**config.mk**
```make
export PLATFORM = sky130hd
export DESIGN_NAME = subword_store_ctrl
export DESIGN_NICKNAME = d
export VERILOG_FILES = /design/src/rtl/subword_store_pkg.sv /design/src/rtl/store_merge.sv /design/src/rtl/subword_store_ctrl.sv
export SDC_FILE = /design/constraint.sdc
export NUM_CORES = 1
export LEC_CHECK = 0
export BUFFER_PORTS_ARGS = -buffer_cell sky130_fd_sc_hd__buf_2
export CAP_MARGIN = 20
export CORE_ASPECT_RATIO = 1.75
export CORE_MARGIN = 5
export CORE_UTILIZATION = 35
export DETAILED_ROUTE_END_ITERATION = 8
export PLACE_DENSITY_LB_ADDON = 0.08
export SYNTH_ARGS = -nofsm -noshare
export SYNTH_HDL_FRONTEND = slang
export SYNTH_HIERARCHICAL = 1
export SYNTH_SLANG_ARGS = --single-unit
```
**constraint.sdc**
```tcl
create_clock -name clk -period 4.6 [get_ports clk]
set_input_delay 0.92 -clock clk [delete_from_list [all_inputs] [get_ports clk]]
set_output_delay 0.92 -clock clk [all_outputs]
set_load 0.1 [all_outputs]
```
**src/rtl/subword_store_pkg.sv**
```systemverilog
// Shared types for the sub-word store controller: store-size opcodes and FSM states.
package subword_store_pkg;

  typedef enum logic [1:0] {
    OP_SW  = 2'b00,
    OP_SH  = 2'b01,
    OP_SB  = 2'b10,
    OP_RSV = 2'b11
  } op_e;

  typedef enum logic [1:0] {
    ST_IDLE  = 2'b00,
    ST_READ  = 2'b01,
    ST_WAIT  = 2'b10,
    ST_WRITE = 2'b11
  } state_e;

endpackage

```
**src/rtl/store_merge.sv**
```systemverilog
// Combinational lane merge: splices right-aligned store data into the old memory word.
import subword_store_pkg::*;

module store_merge (
  input  logic [31:0] old_word,
  input  logic [31:0] new_data,
  input  logic [1:0]  addr_lo,
  input  op_e         op,
  output logic [31:0] merged
);

  always_comb begin
    merged = old_word;
    case (op)
      OP_SB: begin
        case (addr_lo)
          2'b00:   merged[7:0]   = new_data[7:0];
          2'b01:   merged[15:8]  = new_data[7:0];
          2'b10:   merged[23:16] = new_data[7:0];
          default: merged[31:24] = new_data[7:0];
        endcase
      end
      // Halfword lane comes from addr[1] alone; addr[0] is ignored here.
      OP_SH: begin
        if (addr_lo[1]) merged[31:16] = new_data[15:0];
        else            merged[15:0]  = new_data[15:0];
      end
      default: merged = new_data;
    endcase
  end

endmodule

```
**src/rtl/subword_store_ctrl.sv**
```systemverilog
// Sub-word store controller: read-modify-write for SH/SB, direct write for SW.
// Optional macro SUBWORD_STORE_ALIGN_CHECK_EN rejects misaligned SW/SH requests.
import subword_store_pkg::*;

module subword_store_ctrl #(
  parameter int ADDR_W = 32
) (
  input  logic              clk,
  input  logic              reset,
  input  logic              req_valid,
  output logic              req_ready,
  input  logic [1:0]        req_op,
  input  logic [ADDR_W-1:0] req_addr,
  input  logic [31:0]       req_wdata,
  output logic              mem_en,
  output logic              mem_we,
  output logic [ADDR_W-1:0] mem_addr,
  output logic [31:0]       mem_wdata,
  input  logic [31:0]       mem_rdata,
  output logic              done,
  output logic              err
);

  // state    | meaning
  // ST_IDLE  | ready for a request
  // ST_READ  | read strobe for the containing word
  // ST_WAIT  | read data returns, merged word registered
  // ST_WRITE | write strobe and done pulse

  state_e            state, state_next;
  op_e               op_in, op_q;
  logic [ADDR_W-1:0] addr_q;
  logic [31:0]       wdata_q;
  logic [31:0]       merged, merged_q;
  logic              reject, accept;

  assign op_in  = op_e'(req_op);
  assign accept = (state == ST_IDLE) && req_valid;

  always_comb begin
    reject = (op_in == OP_RSV);
`ifdef SUBWORD_STORE_ALIGN_CHECK_EN
    if (op_in == OP_SW && req_addr[1:0] != 2'b00) reject = 1'b1;
    if (op_in == OP_SH && req_addr[0])            reject = 1'b1;
`endif
  end

  store_merge u_merge (
    .old_word (mem_rdata),
    .new_data (wdata_q),
    .addr_lo  (addr_q[1:0]),
    .op       (op_q),
    .merged   (merged)
  );

  always_ff @(posedge clk or posedge reset) begin
    if (reset) begin
      state    <= ST_IDLE;
      op_q     <= OP_SW;
      addr_q   <= '0;
      wdata_q  <= '0;
      merged_q <= '0;
      err      <= 1'b0;
    end else begin
      state <= state_next;
      err   <= accept && reject;
      if (accept) begin
        op_q    <= op_in;
        addr_q  <= req_addr;
        wdata_q <= req_wdata;
      end
      if (state == ST_WAIT) merged_q <= merged;
    end
  end

  always_comb begin
    state_next = state;
    req_ready  = 1'b0;
    mem_en     = 1'b0;
    mem_we     = 1'b0;
    done       = 1'b0;
    case (state)
      ST_IDLE: begin
        req_ready = 1'b1;
        if (req_valid && !reject)
          state_next = (op_in == OP_SW) ? ST_WRITE : ST_READ;
      end
      ST_READ: begin
        mem_en     = 1'b1;
        state_next = ST_WAIT;
      end
      ST_WAIT: state_next = ST_WRITE;
      ST_WRITE: begin
        mem_en     = 1'b1;
        mem_we     = 1'b1;
        done       = 1'b1;
        state_next = ST_IDLE;
      end
      default: state_next = ST_IDLE;
    endcase
  end

  assign mem_addr  = {addr_q[ADDR_W-1:2], 2'b00};
  assign mem_wdata = (op_q == OP_SW) ? wdata_q : merged_q;

endmodule

```
Yosys cells after proc, flatten, opt, wreduce, memory -nomap -nowiden. Cells that the tools add are included.

Bits in registers: 101. Input bits: 101. Output and inout bits: 69.

Equal/unequal tests: 9. Multiplexer cells: 14. Reduce and logical (&&, ||, !) cells: 10.

Operators by type and width (count): $pmux W32 S2 (1); $mux W16 (2); $mux W32 (1); $mux W8 (4); $eq A2 B2 Y1 const B (5); $logic_not A2 Y1 (4); $pmux W2 S4 (1); $eq A2 B1 Y1 const B (3); $mux W2 (2); $logic_and A1 B1 Y1 (3); $mux W1 (3); $reduce_or A3 Y1 (1); $ne A2 B1 Y1 const B (1); $reduce_or A2 Y1 (1); $logic_not A1 Y1 (1).

Logic depth before layout (Yosys ltp). Gate-level depths: netlist of run 1.

Depth in word-level cells: 5. Gate-level depth with buffers: 8.

Modules after synthesis. Netlist of run 1, hierarchy kept.

By module, submodules not included: subword_store_ctrl (times used 1, cells each 298, area each 4596.9 um^2, seq. area each 2527.4 um^2); store_merge (times used 1, cells each 134, area each 1021.0 um^2, seq. area each 0.0 um^2).

Least setup slack after synthesis of run 1. Ideal clock, no wire load.

Path type: reg-to-output. Start: register state[0]. End: output mem_en. Data arrival time: 1.753 ns. Required time: 3.680 ns. Slack: 1.927 ns. Stages on the path, launching flop included: 3. Path buffers: 0. Cell sequence: dfrtp_1 ha_1 or2_2.

Word-level cells in the longest chain between the ends: 3. Elaborated cells between the ends (all ways): 4. Those cells by class: eq/ne: 2; mux: 1; reduce/logical: 1.

RTL lines: start, declared (RTL line subword_store_ctrl.sv:30) `state_e state, state_next;`; start signal, assigned (RTL line subword_store_ctrl.sv:65) `state <= state_next;`; $eq A2 B2 Y1 / $eq A2 B1 Y1 (equally long branches) (RTL line subword_store_ctrl.sv:82) `case (state)`; $reduce_or A2 Y1 (no source line) *; $mux W1 * (RTL line subword_store_ctrl.sv:82); end, declared (RTL line subword_store_ctrl.sv:15) `output logic mem_en,`.

Mark *: on every way between the ends. The rest lies on a longest branch, timed or not.

Worst setup path after layout of run 1.
Start: register op_q[1]. End: output mem_wdata[8].

Word-level cells in the longest chain between the ends: 2.

RTL lines: start, declared (RTL line subword_store_ctrl.sv:31) `op_e op_in, op_q;`; start signal, assigned (RTL line subword_store_ctrl.sv:68) `op_q <= op_in;`; $logic_not A2 Y1 (RTL line subword_store_ctrl.sv:104) `assign mem_wdata = (op_q == OP_SW) ? wdata_q : merged_q;`; $mux W32 (RTL line subword_store_ctrl.sv:104); end, declared (RTL line subword_store_ctrl.sv:18) `output logic [31:0] mem_wdata,`.

Every way passes these cells.

==> impl_results.md, run 1 <==
- CP Data Required Time: ~3.7 ns
- DP Wirelength: roughly 11 mm
- Register Area: 2530 um2
- DRC: 0
- Fmax: 303 MHz
- Commonest non-fill, non-tap cells in the layout: 167 x buf_2, 101 x dfrtp_1, 100 x mux2_2
- Commonest non-fill, non-tap cell in the layout: buf_2
- Clock sinks: 101
- Mean post-synth cell area: 13.0 um2
- Tcrit/Tclk final: 0.718
- Vias per inst: 5.09
- Final Setup Violations: 0
- DRT antenna net count: 0
- Cells after Synth: 432
- Multi-input gate area: 2660 um2
- Iteration-0 DRC Markers: 109
- Largest net degree at the start of global routing: 78
- Clk_lat worst skew: 0.34 ns
- Crit path kind: flop to output pin
- CTS tree: yes
- Num rows: 61
- Clock-pin slew of the registers on the worst-case setup and hold paths: about 0.070 ns
- Full die area: 18,800 um2
- IO Pins: 170
- Synth Register Bits: 101
- Post-Route WL: 15.1 mm
- Critical Path Max Stage Delay: 0.73 ns
- Clk_skew: 0.0112 ns
- Vias in the first global route: ~4,300
- Post-layout min period: 3.30 ns
- DIE HEIGHT: approximately 180 um
- Clock Tree Root: clkbuf_16
- Antenna violations before repair: 0
- CTS resizes: 0
- Worst path cell trace: nor2_2 > buf_12 > mux2_2 > buf_2
- Antenna diodes: 0
- Synth area leaders: dfrtp_1 45%, mux2_2 20%, mux2_4 7.8%
- Top-area cell type share of the netlist area: 0.450
- Worst setup SP type: flop
- Delay-heaviest family, CP: simple AND/OR/NAND/NOR gates
- Die width: 106 um
- Number of detailed-route iterations in the first pass: 4
- Slowest CP cell: nor2_2
- Crit end category: output pin
- Wire per inst: 20.1 um
- Status: complete, no violations
- Ys Warns: 6
- RSZ-0062 raised after global routing: false
- Cell Area, Synth: 5620 um2
- Global-route wire length before repair: 23.3 mm
- Slew Viols, Final: 0
- Final Hold Vio Count: 0
- CP Data Arrival Time: 2.38 ns
- GR Util All Layers: 0.160
- Initial cell density of the core: 0.354
- Max FO, Critical Path: 17
- Layout cells sized above 1: 0.579
- HP Class: flop to flop
- Core Box Area: 15,900 um2
- CTS Buf Count: 9
- Post-Layout Cell Count: 752
- Cts-stage hold buffer count: 0
- GPL Wtd Cong: 0.823
- Worst slew margin: 0.312
- Max-Cap Viols: 0
- Hold WS: 0.502 ns
- Setup TNS: 0 ns
- H-tree depth: 3
- Layout filler cell count: 1,540
- Yosys top cell by area: dfrtp_1
- Via count: 3,826
- Fin nets: 666
- Worst slew pin tran: 1.03 ns
- Setup repair bufs after CTS: 0
- Clock tree buffer depth: 2
- GRT Residual Overflow: 0
- Yosys cell types: 31
- Cells after DPL: around 730
- Seq/Total Area, Yosys: 0.450
- Port Buffers: 167
- Layout area overhead: 19.0%
- CP Buf/Inv Count: 2
Yosys cell counts:
cell        n
and2_1      2
inv_1       5
o221ai_1   16
buf_6       5
dfrtp_1   101
nor2_2      1
nand2_1    28
mux2_1      1
buf_2      13
mux2i_1    43
a32oi_1     7
a21boi_0    1
mux2_4     29
nor2b_1     2
conb_1      1
nor2_1      4
mux2_2    100
a22o_1      8
a311oi_1    1
and3b_1     1
buf_4      38
nand2_2     1
nand2b_1    1
or2_2       1
inv_2       1
o211ai_1    7
ha_1        7
a21oi_2     1
o21ai_1     2
clkbuf_1    3
a211o_4     1
logic make-up after synthesis:
group / share of synthesized area
AOI/OAI and AO/OA: 0.0670
adders and majority gates: 0.0156
buffers and inverters: 0.0784
DFF: 0.450
muxes: 0.357
other: 0.000668
and+or+nand+nor: 0.0319
path summary, 6_finish.rpt:
kind | startpoint | to | slack, ns | depth (start not counted)
max | op_q[1]$_DFFE_PP0P_ | mem_wdata[8] | 1.30 | 4
min | addr_q[7]$_DFFE_PP0P_ | addr_q[7]$_DFFE_PP0P_ | 0.50 | 1
max reg2reg | op_q[0]$_DFFE_PP0P_ | merged_q[17]$_DFFE_PP0P_ | 1.59 | 6
min reg2reg | addr_q[7]$_DFFE_PP0P_ | addr_q[7]$_DFFE_PP0P_ | 0.50 | 1
max in group asynchronous | reset | wdata_q[2]$_DFFE_PP0P_ | 3.30 | 3
min in group asynchronous | reset | addr_q[18]$_DFFE_PP0P_ | 0.59 | 2
layer usage:
metal,up-vias,share of wire,GRT usage,routed length [um]
met3,15,0.070,0.0419,1060
met5,-,0,0,0
met1,1888,0.37,0.175,5600
met2,136,0.54,0.292,8120
met4,0,0.023,0.0621,348
li1,1787,-,-,-
area by class of cell:
class                      instances  share of cell area
clock buffer                      11              0.0378
clock inverter                     5             0.00861
inverter                           6             0.00374
multi-input combinational        267               0.398
sequential                       101               0.378
tap                              189              0.0354
timing repair buffer             173               0.138
stage by stage:
step	worst slack, ns	utilization	cell area (um2)
after floorplan	1.03	-	5620
after global placement	1.66	0.399	6330
after detailed placement	1.56	0.399	6330
after CTS	1.24	0.418	6640
after global routing	1.16	0.421	6690
final	1.30	0.421	6690
state kept, by name (all words and copies together) (netlist names):
register  flops
merged_q     32
op_q          2
wdata_q      32
state         2
addr_q       32
err           1
Power of run 1 is not shown: default switching activity piles up to over one toggle a cycle in this logic, so the estimate is an artifact.
==> inputs of run 2 (changes only) <==
Clock period 4.6 ns to 2.91 ns, I/O delays scaled along.
==> run 2 against run 1 <==
  * Routed wire length is 0.11% higher
  * Final cell count is 0.53% higher
  * Utilization is 3.1 points higher
  * Die area stayed put
  * Critical path depth stayed put
  * Via count is 0.18% higher
  * Critical endpoint is now mem_wdata[26]
  * Flip-flop and latch count stayed put
  * Clock skew is 0.0029 ns lower
  * Critical path type unchanged
  * Hold slack worse by 0.19 ns
  * Global-route usage is 0.35 points higher
  * Setup slack worse by 0.88 ns
  * Register-to-register slack worse by 0.88 ns
==> impl_results.md, run 2 (synthesized netlist as in run 1, its figures left out) <==
- Fmax: 401 MHz
- Crit end category: output pin
- Core Box Area: 15,900 um2
- Antenna diodes: 0
- CP Data Arrival Time: 1.91 ns
- Setup TNS: 0 ns
- Multi-input gate area: 2660 um2
- Number of detailed-route iterations in the first pass: 4
- Clk_skew: 0.00831 ns
- Global-route wire length before repair: roughly 24 mm
- Vias in the first global route: 4,256
- Clock tree buffer depth: 2
- Num rows: around 60
- DRT antenna net count: 0
- CTS tree: yes
- Final Hold Vio Count: 0
- Largest net degree at the start of global routing: around 100
- Clock Tree Root: clkbuf_16
- Crit path kind: flop to output pin
- Setup repair bufs after CTS: 0
- Commonest non-fill, non-tap cell in the layout: buf_2
- GRT Residual Overflow: 0
- Post-Route WL: between 15 and 20 mm
- Slowest CP cell: dfrtp_1
- CTS Buf Count: 9
- Register Area: 2530 um2
- Clock-pin slew of the registers on the worst-case setup and hold paths: 0.07 ns
- H-tree depth: 3
- Clock sinks: roughly 100
- Max-Cap Viols: 0
- Via count: 3,833
- Vias per inst: 5.07
- Tcrit/Tclk final: 0.856
- Full die area: 18,800 um2
- CP Data Required Time: 2.33 ns
- Commonest non-fill, non-tap cells in the layout: 135 x buf_2, 101 x dfrtp_1, 100 x mux2_2
- DRC: 0
- Worst setup SP type: flop
- Worst slew margin: 0.518
- GR Util All Layers: 0.163
- CTS resizes: 0
- Fin nets: 670
- Clk_lat worst skew: 0.34 ns
- Max FO, Critical Path: 27
- DP Wirelength: 11.4 mm
- Status: complete, no violations
- Cts-stage hold buffer count: 0
- Layout filler cell count: 1,502
- GPL Wtd Cong: around 0.77
- RSZ-0062 raised after global routing: false
- Regs by FF count: addr_q: 32 flops, merged_q: 32 flops, wdata_q: 32 flops
- Antenna violations before repair: 0
- Wire per inst: between 20 and 25 um
- IO Pins: 170
- Crit-path most repeated cell: buf_12
- Die width: 106 um
- DIE HEIGHT: between 150 and 200 um
- Layout cells sized above 1: 0.582
- Final Setup Violations: 0
- Iteration-0 DRC Markers: 111
- Critical Path Max Stage Delay: 0.42 ns
- Layout area overhead: 27.7%
- Port Buffers: roughly 170
- Initial cell density of the core: 0.354
- Worst path cell trace: nor2_2 > buf_12 > mux2_2 > buf_12
- Worst slew pin tran: a little over 0.7 ns
- Post-layout min period: 2.49 ns
- HP Class: primary input to asynchronous set/reset pin
- Slew Viols, Final: 0
run 2: changes by cell type in the layout (fill, tap and decap cells not counted), sizes merged:
cell,previous run,this run
clkinvlp,0,2
clkinv,3,2
bufinv,1,0
buf,173,177
run 2: per-stage QoR:
step	hold slack, ns	area (um2)	worst slack, ns	cells	util
after floorplan	0.473	5630	0.575	433	-
after global placement	0.486	6880	0.778	740	0.433
after detailed placement	0.489	6880	0.718	740	0.433
after CTS	0.414	7180	0.373	756	0.452
after global routing	0.446	7180	0.315	756	0.452
final	0.310	7180	0.419	756	0.452
run 2: critical path: cells and delay by family (launching register included):
kind	cells	cell delay [ns]
buffers and inverters	2	0.42
DFF	1	0.42
muxes	1	0.39
and+or+nand+nor	1	0.33
run 2: layout make-up:
type | count | area share
multi-input cells | 267 | 0.371
flip-flops and latches | 101 | 0.352
repair buffers | 177 | 0.199
clock buffers | 11 | 0.0352
well taps | 189 | 0.0330
clock inverters | 5 | 0.00593
inverters | 6 | 0.00366
run 2: final timing paths:
check / from / end / slack (ns) / depth (start not counted)
worst max-delay path: op_q[1]$_DFFE_PP0P_ / mem_wdata[26] / 0.42 / 4
worst min-delay path: reset / addr_q[22]$_DFFE_PP0P_ / 0.31 / 3
worst max register to register: op_q[0]$_DFFE_PP0P_ / merged_q[26]$_DFFE_PP0P_ / 0.71 / 8
worst min register to register: addr_q[18]$_DFFE_PP0P_ / addr_q[18]$_DFFE_PP0P_ / 0.50 / 1
max in group asynchronous: reset / op_q[1]$_DFFE_PP0P_ / 2.02 / 3
min in group clk: req_addr[18] / addr_q[18]$_DFFE_PP0P_ / 0.47 / 2
run 2: metal layers:
layer,vias up,part of all wire,wire (um),global-route usage
met1,1901,0.39,5900,0.187
met4,0,0.017,254,0.0475
met3,13,0.058,874,0.0419
li1,1799,-,-,-
met5,-,0,0,0
met2,120,0.54,8120,0.297
Power of run 2 is left out for the same reason.
==> inputs of run 3 (changes only) <==
Settings changed: HOLD_SLACK_MARGIN from default to 0.03, SKIP_CTS_REPAIR_TIMING from default to 1, SYNTH_HIERARCHICAL 1 to default.
==> run 3 against run 2 <==
  * Flip-flop and latch count did not move
  * Setup slack got worse by 0.035 ns
  * Clock-buffer cell count decreased by 1
  * Clock skew increased by 0.0046 ns
  * Register-to-register slack worse by 0.02 ns
  * Global-route usage up 0.50 points
  * Synthesized cell count is 8.8% higher
  * Via count rose by 5.4%
  * Non-clock buffer count up 3
  * Highest routed layer unchanged
==> impl_results.md, run 3 <==
- Slowest CP cell: mux2_1
- Wire per inst: 19.8 um
- Fmax: 396 MHz
- Core Box Area: 15,900 um2
- Die width: between 100 and 150 um
- GR Util All Layers: 0.168
- Post-Route WL: about 16 mm
- HP Class: primary input to asynchronous set/reset pin
- H-tree depth: 3
- Max FO, Critical Path: 25
- GRT Residual Overflow: 0
- Synth area leaders: dfrtp_1 45%, mux2_2 22%, buf_4 4.5%
- Global-route wire length before repair: 24.4 mm
- EDFF count, synth: 0
- CP Data Arrival Time: between 1.5 and 2 ns
- Initial cell density of the core: 0.355
- Layout cells sized above 1: 0.560
- Max-Cap Viols: 0
- CTS Buf Count: 9
- Full die area: 18,800 um2
- Worst path cell trace: inv_1 > ha_1 > buf_4 > mux2_1 > buf_12
- Via count: 4,041
- CP Buf/Inv Count: 3
- Worst slew margin: 0.482
- Worst setup SP type: flop
- DR WL met2: 8.43 mm
- Tcrit/Tclk final: 0.868
- Top layer reached by signal wires: met4
- Count leader, synth: mux2_2
- Cells after Synth: 470
- CTS tree: yes
- Commonest non-fill, non-tap cell in the layout: buf_2
- GPL Wtd Cong: 0.751
- R2R Setup Slk: about 0.69 ns
- Vias in the first global route: approximately 4,400
- Antenna diodes: 0
- Seq/Total Area, Yosys: 0.449
- Number of detailed-route iterations in the first pass: 5
- Top-area cell type share of the netlist area: 0.449
- Mean post-synth cell area: 12.0 um2
- DRC: 0
- IO Pins: 170
- Cell Area, Synth: 5630 um2
- Vias per inst: a little over 5
- Regs by FF count: addr_q: 32 flops, merged_q: 32 flops, wdata_q: 32 flops
- Fin nets: 703
- Clk_lat worst skew: 0.35 ns
- Main synth FF type: dfrtp_1
- Register Area: between 2000 and 3000 um2
- Cells on worst reg2reg path: 6
- Ys async rst share: 1.00
- Metal3 WL: 876 um
- Worst slew pin tran: 0.773 ns
- Antenna violations before repair: 0
- Final Setup Violations: 0
- Clk_skew: 0.0129 ns
- Yosys cell types: 32
- RSZ-0062 raised after global routing: false
- Clock sinks: ~100
- Slew Viols, Final: 0
- Clock-pin slew of the registers on the worst-case setup and hold paths: 0.08 ns
- Layout area overhead: 27.8%
- Iteration-0 DRC Markers: 98
- Final Hold Vio Count: 0
- Multi-input gate area: 2680 um2
- Port Buffers: 167
- Clock Tree Root: clkbuf_16
- Num rows: 61
- Critical R2R Launch: state[0]$_DFFE_PP0P_
- Synth Register Bits: 101
- Crit end category: output pin
- Commonest non-fill, non-tap cells in the layout: 135 x buf_2, 109 x mux2_2, 101 x dfrtp_1
- Critical Path Max Stage Delay: 0.41 ns
- DIE HEIGHT: 178 um
- Setup TNS: 0 ns
- Clock tree buffer depth: 2
- Crit path kind: flop to output pin
- Status: complete, no violations
- Layout filler cell count: approximately 1,500
- Ys Warns: 0
- Reg2reg end: merged_q[4]$_DFFE_PP0N_
- DP Wirelength: 11.3 mm
- Wl on met1: 5.94 mm
- Top post-synthesis cells by count: 109 x mux2_2, 101 x dfrtp_1, 34 x buf_4
- Delay-heaviest family, CP: buffers and inverters
- CP Data Required Time: approximately 2.3 ns
- Largest net degree at the start of global routing: 102
- DRT antenna net count: 0
- Post-layout min period: 2.53 ns
- Yosys top cell by area: dfrtp_1
==> run 3: changes by cell type after synthesis, moves of 13 or more <==
cell / delta
nor3_1: +16
a21oi_1: +16
o221ai_1: -16
nor2_1: +24
mux2_4: -13
nand2_1: -20
mux2i_1: -43
nor2b_1: +14
nor3b_1: +16
==> run 3: worst max path at each step <==
stage / cells after the start / start / end / slack (ns)
after global routing: 5 / op_q[1]$_DFFE_PP0P_ / mem_wdata[22] / 0.27
after floorplan: 2 / state[1]$_DFFE_PP0P_ / mem_en / 0.56
after CTS: 5 / op_q[0]$_DFFE_PP0P_ / mem_wdata[22] / 0.35
final: 5 / op_q[0]$_DFFE_PP0P_ / mem_wdata[22] / 0.38
after global placement: 6 / state[0]$_DFFE_PP0P_ / merged_q[1]$_DFFE_PP0N_ / 0.72
after detailed placement: 6 / state[0]$_DFFE_PP0P_ / merged_q[3]$_DFFE_PP0N_ / 0.68
==> run 3: logic make-up (layout without fill, tap and decap cells) <==
logic type	count (synthesis)	in the layout	synth area share
multiplexers	131	131	0.272
AND/OR/NAND/NOR	103	103	0.101
flip-flops	101	101	0.449
buffers and inverters	73	202	0.0788
AO/OA/AOI/OAI	54	54	0.0833
adder cells (fa/ha/maj)	7	7	0.0155
other	1	2	0.000666
==> run 3: area by class of cell <==
cell class	count	share of cell area
well taps	189	0.0328
inverters	6	0.00365
multi-input cells	297	0.372
clock buffers	10	0.0332
flip-flops and latches	101	0.351
repair buffers	180	0.200
clock inverters	6	0.00765
==> run 3: worst reg2reg max path, cell delays in order (launching register included) <==
cell and delay, ns:
dfrtp_1 0.41, inv_1 0.12, ha_2 0.48, nand2_1 0.09, buf_4 0.25, a21oi_1 0.56
a221o_1 0.26
==> run 3: metal layers <==
layer	up-vias	GRT usage
met5	-	0
met4	0	0.0681
met3	20	0.0375
met2	128	0.306
met1	1991	0.188
li1	1902	-
==> run 3: per-stage QoR <==
step	area, um2	utilization	std cells	hold WS, ns	worst slack [ns]
global placement	6910	0.435	773	0.486	0.719
finish	7200	0.453	789	0.374	0.384
floorplan	5640	-	471	0.481	0.560
CTS	7200	0.453	789	0.411	0.348
global route	7200	0.453	789	0.439	0.271
detailed placement	6910	0.435	773	0.489	0.683
Power of run 3 is left out for the same reason.
